===== src/rtl/addr_seq.sv =====
// rtl/addr_seq.sv - Effective-address sequencer driving the AAL/AAH/AB address generator.
// Optional 24-bit pointer and long addressing (modes 9-12) enabled by ADDR_SEQ_LONG_EN.
module addr_seq (
  input  logic       clk_i,
  input  logic       rst_n_i,
  input  logic       en_i,
  input  logic       start_i,
  input  logic [3:0] mode_i,
  input  logic       e6502_i,
  input  logic       dl_nz_i,
  input  logic       is_write_i,
  input  logic       aal_carry_i,
  output logic [7:0] addr_ctrl_o,
  output logic [1:0] ind_ctrl_o,
  output logic [2:0] load_pc_o,
  output logic       busy_o,
  output logic       done_o,
  output logic [1:0] addr_sel_o
);

`ifdef ADDR_SEQ_LONG_EN
  localparam bit LONG_EN = 1'b1;
`else
  localparam bit LONG_EN = 1'b0;
`endif

  typedef enum logic [3:0] {
    S_IDLE, S_OPL, S_OPH, S_DPW, S_IDX, S_PGX, S_PTL, S_PTH, S_FIN
`ifdef ADDR_SEQ_LONG_EN
    , S_OPB, S_PTB
`endif
  } state_e;

  state_e     state_q, state_d;
  logic [3:0] mode_q, mode_d;
  logic       is_write_q, is_write_d;
  logic       e6502_q, e6502_d;
  logic       dl_nz_q, dl_nz_d;
  logic       imm_q, imm_d;

  logic m_abslong, m_long, m_dp, m_ptr, m_xi, m_yi, m_pre, m_post, m_pgx, m_wrap;
  logic start_imm;
  state_e after_dp;

  always_comb begin
    m_long    = (mode_q == 4'd11) || (mode_q == 4'd12);
    m_abslong = (mode_q <= 4'd2) || m_long;
    m_dp      = (mode_q >= 4'd3) && (mode_q <= 4'd10);
    m_ptr     = ((mode_q >= 4'd6) && (mode_q <= 4'd10)) || (mode_q == 4'd14);
    m_xi      = (mode_q == 4'd1) || (mode_q == 4'd4) || (mode_q == 4'd8) || (mode_q == 4'd12);
    m_yi      = (mode_q == 4'd2) || (mode_q == 4'd5) || (mode_q == 4'd7) ||
                (mode_q == 4'd10) || (mode_q == 4'd14);
    m_pre     = (mode_q == 4'd8);
    m_post    = (mode_q == 4'd7) || (mode_q == 4'd10) || (mode_q == 4'd14);
    m_pgx     = (mode_q == 4'd1) || (mode_q == 4'd2) || (mode_q == 4'd7);
    m_wrap    = ((mode_q == 4'd4) || (mode_q == 4'd5)) && e6502_q && !dl_nz_q;
    start_imm = (mode_i == 4'd15) || (!LONG_EN && (mode_i >= 4'd9) && (mode_i <= 4'd12));
    // Shared exit from OPL/DPW for direct-page and stack-relative modes
    if (m_ptr && !m_pre)  after_dp = S_PTL;
    else if (m_xi | m_yi) after_dp = S_IDX;
    else                  after_dp = S_FIN;
  end

  always_comb begin
    state_d    = state_q;
    mode_d     = mode_q;
    is_write_d = is_write_q;
    e6502_d    = e6502_q;
    dl_nz_d    = dl_nz_q;
    imm_d      = imm_q;
    if (en_i) begin
      imm_d = 1'b0;
      case (state_q)
        S_IDLE: begin
          if (start_i) begin
            if (start_imm) begin
              imm_d = 1'b1;
            end else begin
              state_d    = S_OPL;
              mode_d     = mode_i;
              is_write_d = is_write_i;
              e6502_d    = e6502_i;
              dl_nz_d    = dl_nz_i;
            end
          end
        end
        S_OPL: begin
          if (m_abslong)             state_d = S_OPH;
          else if (m_dp && dl_nz_q)  state_d = S_DPW;
          else                       state_d = after_dp;
        end
        S_DPW: state_d = after_dp;
        S_OPH: begin
`ifdef ADDR_SEQ_LONG_EN
          if (m_long)             state_d = S_OPB;
          else
`endif
          if (m_xi | m_yi)        state_d = S_IDX;
          else                    state_d = S_FIN;
        end
        S_IDX: begin
          if (m_pre)              state_d = S_PTL;
          else if (m_pgx && (aal_carry_i || is_write_q || !e6502_q)) state_d = S_PGX;
          else                    state_d = S_FIN;
        end
        S_PGX: state_d = S_FIN;
        S_PTL: state_d = S_PTH;
        S_PTH: begin
`ifdef ADDR_SEQ_LONG_EN
          if ((mode_q == 4'd9) || (mode_q == 4'd10)) state_d = S_PTB;
          else
`endif
          if (m_post)             state_d = S_IDX;
          else                    state_d = S_FIN;
        end
`ifdef ADDR_SEQ_LONG_EN
        S_OPB: state_d = (m_xi | m_yi) ? S_IDX : S_FIN;
        S_PTB: state_d = m_post ? S_IDX : S_FIN;
`endif
        S_FIN: state_d = S_IDLE;
        default: state_d = S_IDLE;
      endcase
    end
  end

  always_ff @(posedge clk_i or negedge rst_n_i) begin
    if (!rst_n_i) begin
      state_q    <= S_IDLE;
      mode_q     <= 4'd0;
      is_write_q <= 1'b0;
      e6502_q    <= 1'b0;
      dl_nz_q    <= 1'b0;
      imm_q      <= 1'b0;
    end else begin
      state_q    <= state_d;
      mode_q     <= mode_d;
      is_write_q <= is_write_d;
      e6502_q    <= e6502_d;
      dl_nz_q    <= dl_nz_d;
      imm_q      <= imm_d;
    end
  end

  // ADDR_CTRL fields: {AAL[2:0], AAH[2:0], AB[1:0]}
  always_comb begin
    addr_ctrl_o = 8'h00;
    ind_ctrl_o  = 2'b00;
    load_pc_o   = 3'b000;
    addr_sel_o  = 2'd0;
    busy_o      = (state_q != S_IDLE);
    done_o      = (state_q == S_FIN) || imm_q;
    case (state_q)
      S_OPL: begin
        load_pc_o   = 3'b001;
        addr_ctrl_o = m_abslong ? {3'b010, 3'b000, 2'b11} : {3'b101, 3'b101, 2'b00};
      end
      S_OPH: addr_ctrl_o = {3'b000, 3'b010, 2'b00};
      S_IDX: begin
        addr_ctrl_o = m_wrap ? {3'b100, 3'b100, 2'b00} : {3'b001, 3'b001, 2'b00};
        ind_ctrl_o  = m_yi ? 2'b01 : 2'b00;
      end
      S_PTL: begin
        addr_sel_o  = 2'd1;
        addr_ctrl_o = {3'b010, 3'b000, 2'b00};
      end
      S_PTH: begin
        addr_sel_o  = 2'd1;
        addr_ctrl_o = {3'b000, 3'b010, 2'b11};
      end
`ifdef ADDR_SEQ_LONG_EN
      S_OPB: addr_ctrl_o = {3'b000, 3'b000, 2'b01};
      S_PTB: begin
        addr_sel_o  = 2'd1;
        addr_ctrl_o = {3'b000, 3'b000, 2'b01};
      end
`endif
      S_FIN: addr_sel_o = 2'd2;
      default: ;
    endcase
  end

endmodule

===== config.mk =====
export PLATFORM = sky130hd
export DESIGN_NAME = addr_seq
export DESIGN_NICKNAME = d
export VERILOG_FILES = /design/src/rtl/addr_seq.sv
export SDC_FILE = /design/constraint.sdc
export NUM_CORES = 1
export LEC_CHECK = 0
export CAP_MARGIN = 5
export CORE_AREA = 2 2 50 52
export DETAILED_ROUTE_END_ITERATION = 12
export DIE_AREA = 0 0 52 54
export PLACE_DENSITY = 0.76
export REMOVE_ABC_BUFFERS = 1
export SYNTH_ARGS = -nofsm -noshare
export SYNTH_HDL_FRONTEND = slang
export SYNTH_SLANG_ARGS = --single-unit

===== constraint.sdc =====
create_clock -name clk_i -period 3.85 [get_ports clk_i]
set_input_delay 1.155 -clock clk_i [delete_from_list [all_inputs] [get_ports clk_i]]
set_output_delay 1.155 -clock clk_i [all_outputs]
set_load 0.03 [all_outputs]

# Yosys cells after proc, flatten, opt, wreduce, memory -nomap -nowiden
# Index checks and enable logic that the tools add are counted.
# word_totals
register_bits,12
# classes
muxes,20
magnitude_cmp,6
n_bitwise,2
n_eq_ne,21
n_reduce_logical,35
# op_table
cell,count
8-bit case mux with 5 select lines,1
4-bit two-way mux,9
4-bit case mux with 8 select lines,1
4-bit by 3-bit == test with 1-bit output (second input constant),7
4-bit == test (second input constant),7
1-bit logical OR,19
8-bit two-way mux,2
4-bit by 2-bit == test with 1-bit output (second input constant),3
4-bit by 1-bit == test with 1-bit output (second input constant),2
4-bit <= comparator (second input constant),2
1-bit logical AND,8
1-bit two-way mux,6
4-bit by 2-bit >= comparator with 1-bit output (second input constant),1
4-bit by 3-bit >= comparator with 1-bit output (second input constant),1
4-bit >= comparator (second input constant),1
4-bit by 2-bit <= comparator with 1-bit output (second input constant),1
4-bit zero test,1
2-bit inequality test (second input constant),2
2-bit case mux with 2 select lines,1
4-bit AND reduction,1
4-bit nonzero test,1
1-bit zero test,3
3-bit AND reduction,1
2-bit OR reduction,1
other kinds (2),2

# Depth between registers and ports, before layout
# logic_depth
depth_word,11
ltp_mapped,7
depth_no_buf,6

# Worst setup path after synthesis
# No wires, ideal clock.
# synth_timing
path_kind,register to output
startpoint,reg state_q[1]
endpoint,out addr_ctrl_o[7]
path_slack_ps,540
t_arrival_ps,2155
path_stages_with_launch,5
n_path_buf,2
path_cell_list,dfrtp_1 buf_2 or4b_1 o21ai_0 buf_4
# synth_between
elab_chain_cells,2
# synth_rtl
item,line_no,source
"start, declared",34,"state_e state_q, state_d;"
"start signal, assigned",135,state_q <= state_d;
4-bit by 3-bit == test with 1-bit output (tied with other cells),152,case (state_q)
8-bit case mux with 5 select lines *,152,
"end, declared",13,"output logic [7:0] addr_ctrl_o,"
# Every way passes the cells marked *; elsewhere a longest branch is shown, timed or not.

# Final worst setup path
# layout_timing
startpoint,reg mode_q[2]
endpoint,out addr_ctrl_o[4]
# layout_between
elab_chain_cells,6
# layout_rtl
item,line_no,source
"start, declared",35,"logic [3:0] mode_q, mode_d;"
"start signal, assigned",136,mode_q <= mode_d;
"parallel branches: the longest is 5 deep, another holds 4-bit by 2-bit <= comparator with 1-bit output",-,
8-bit case mux with 5 select lines *,152,
# Every way passes the cells marked *.

==> impl_metrics.toml <==
[run_status]
outcome = "finished, final reports clean"

[setup_path]
critical_path.startpoint_type = "flop"
reg2reg_to = "state_q[2]$_DFFE_PN0P_"
required_ns = 2.69
worst-setup-path-type = "flop to output port"
cp_num_buf_inv = 1
rr_worst_depth = 5
cp.arrival_ns = 2.41
r2r_setup_slack_ns = 1.85
crit_family = "simple AND/OR/NAND/NOR gates"
crit_chain = "nor2b_1, and3_4, nor3_1, nand2_1, o21ai_0, clkdlybuf4s50_1"
r2r-start = "mode_q[2]$_DFFE_PN0P_"
cpMaxStageDelayCell = "clkdlybuf4s50_1"
crit_fanout = 15
slowest_delay_ns = 0.71
critPathCaptureType = "output port"

[floorplan]
start_util_pct = 46.0
io_pins = 29
dieHeight_um = 54
core_um2 = 2320
die-width_um = 52
num_rows = 18
die_area_um2 = 2810

[sta]
drv_slew = 0
fmax_mhz = 281
worst_pin_slew_ns = 0.547
setup_viol = 0
finalCritPeriodShare_pct = 92.5
fin_tns_setup_ns = 0
hold_viol = 0
period_needed_ns = 3.56
relSlewSlack_pct = 63.4
fin_skew_ns = 0.00341
fin_ws_ns = 0.290
grt_setup_unrepaired = "false"
hold_ws_ns = 0.527

[clock_network]
cts_setup_buffers = 0
cts-buffers-inserted = 3
cts_tree = "built"
clockBufferDepth = 2
hold_buffers = 0
clock-sinks = 12
ctsResizeCount = 0
cts-root-buf = "clkbuf_4"
clkTransAtPathRegs_ns = 0.07
h-tree-depth = 1
clock_latency_ns = 0.26

[hold_path]
min_path_type = "flop to flop"
min_to = "is_write_q$_DFFE_PN0P_"
hold_depth = 1
hold_start = "is_write_q$_DFFE_PN0P_"

[synth]
ys_seq_area_share_pct = 28.2
synth.distinct_cells = 47
synth-main-ff-cell = "dfrtp_1"
synth.cell_area_um2 = 1070
synth_edf_count = 0
avgSynthCellArea_um2 = 8.08
ys_seq_elements = 12
synthCells = 132
yosysWarnings = 0
synth_async_sr_flop_share_pct = 100

[route]
vias_per_cell = 5.67
avgRoutedWirePerCell_um = 13.3
ant_nets = 0
num_vias = 1009
dr.pass1.iters = 4
drt_iter0_drc = 21
routed_wl_mm = 2.36
drc = 0

[grt]
antenna_found_initial = 0
grt_max_degree = 18
overflow = 0
grt_pass1_vias = 897
track_usage_pct = 19.1
grt_pass1_wl_mm = 4.05

[run]
drv_cap = 0

[finish]
final_area_um2 = 1300
drive_gt1_share_pct = 9.46
fin_nets = 162
areaGrowthSynthToFinish_pct = 21.8
final.fill_count = 226
antenna_cells = 0

[place]
dp_slack_ns = 0.570
gp_congestion = 0.861
io_buffers = 25
place_area_um2 = 1280
place_hpwl_mm = 1.85

[pwr]
finalPower_mw = 1.10
p_leak_nw = 0.507
power_density_nw_per_um2 = 844
peakVddDrop_uv = 388
## layout make-up
cell class | instances | area [um2] | area share, %
repair buffers | 25 | 250 | 19.3
well taps | 30 | 37.5 | 2.89
flip-flops and latches | 12 | 300 | 23.1
inverters | 8 | 30.0 | 2.31
clock buffers | 3 | 22.5 | 1.73
multi-input cells | 100 | 658 | 50.7
## through the flow
stage	cells	util [%]
final	178	56.0
after global routing	178	56.0
after CTS	178	56.0
after detailed placement	175	55.0
after global placement	175	55.0
after floorplan	120	-
## where the power goes
| group | internal (mW) | switching [mW] |
|---|---|---|
| Sequential | 0.181 | 0.147 |
| Clock | 0.0361 | 0.0390 |
| Combinational | 0.323 | 0.370 |
## how the worst max path moves through the flow
stage / startpoint / to / slack (ns) / cells after the start
detailed placement: mode_q[3]$_DFFE_PN0P_ / addr_ctrl_o[0] / 0.57 / 6
global route: mode_q[2]$_DFFE_PN0P_ / addr_ctrl_o[0] / 0.06 / 6
CTS: mode_q[0]$_DFFE_PN0P_ / addr_ctrl_o[0] / 0.28 / 6
finish: mode_q[2]$_DFFE_PN0P_ / addr_ctrl_o[4] / 0.29 / 6
floorplan: state_q[0]$_DFFE_PN0P_ / addr_ctrl_o[4] / 0.31 / 2
global placement: state_q[1]$_DFFE_PN0P_ / addr_ctrl_o[2] / 0.59 / 4
## worst register-to-register path, stage by stage (launching register included)
cell	delay (ns)
dfrtp_1	0.60
nor2b_1	0.16
and3_4	0.21
o41a_1	0.41
or3b_1	0.37
a31oi_1	0.17
## cells in the final DEF (no fill, tap or decap), drive strengths merged, types with 4 or more instances in the layout
cell	n
nand2	11
and3	4
clkdlybuf4s50	25
o21ai	11
mux2	5
nor3	4
nor2	5
dfrtp	12
a21oi	8
inv	8
## cells in the mapped netlist (2+ instances only)
cell type,count,area share [%]
xnor2_1,2,1.6
nand3_1,2,0.94
nor3_1,4,1.9
or2_2,3,1.8
a21oi_1,8,3.8
clkbuf_1,2,0.70
nor2_1,4,1.4
mux2_2,5,5.3
xor2_1,3,2.5
dfrtp_1,12,28
and3_1,3,1.8
o211ai_1,2,1.4
o21ai_0,10,4.7
o31a_1,2,1.6
nand2b_1,3,1.8
nor2b_1,3,1.8
a31oi_1,3,1.8
nand3b_1,3,2.1
nand2_1,11,3.9
inv_1,8,2.8
nor4b_1,3,2.5
buf_4,7,4.9
buf_2,5,2.3
## cells by family after synthesis
logic type,count (synthesis),share of synthesized area [%]
xor gates and xnor gates,5,4.11
other,1,0.352
DFF,12,28.2
muxes,5,5.28
AOI/OAI and AO/OA,40,25.2
buffers and inverters,22,10.8
and+or+nand+nor,47,26.1
## state kept, by name, summed over array words and instances (netlist names)
register / count
mode_q: 4
e6502_q: 1
is_write_q: 1
dl_nz_q: 1
imm_q: 1
state_q: 4
## layer usage
| layer | track usage, % | part of all wire (%) |
|---|---|---|
| met1 | 25.4 | 47 |
| met2 | 32.7 | 49 |
| met3 | 1.94 | 3.3 |
| met4 | 6.14 | 0.80 |
| met5 | 0 | 0 |
Note: power is estimated with default switching activity, not from simulation.
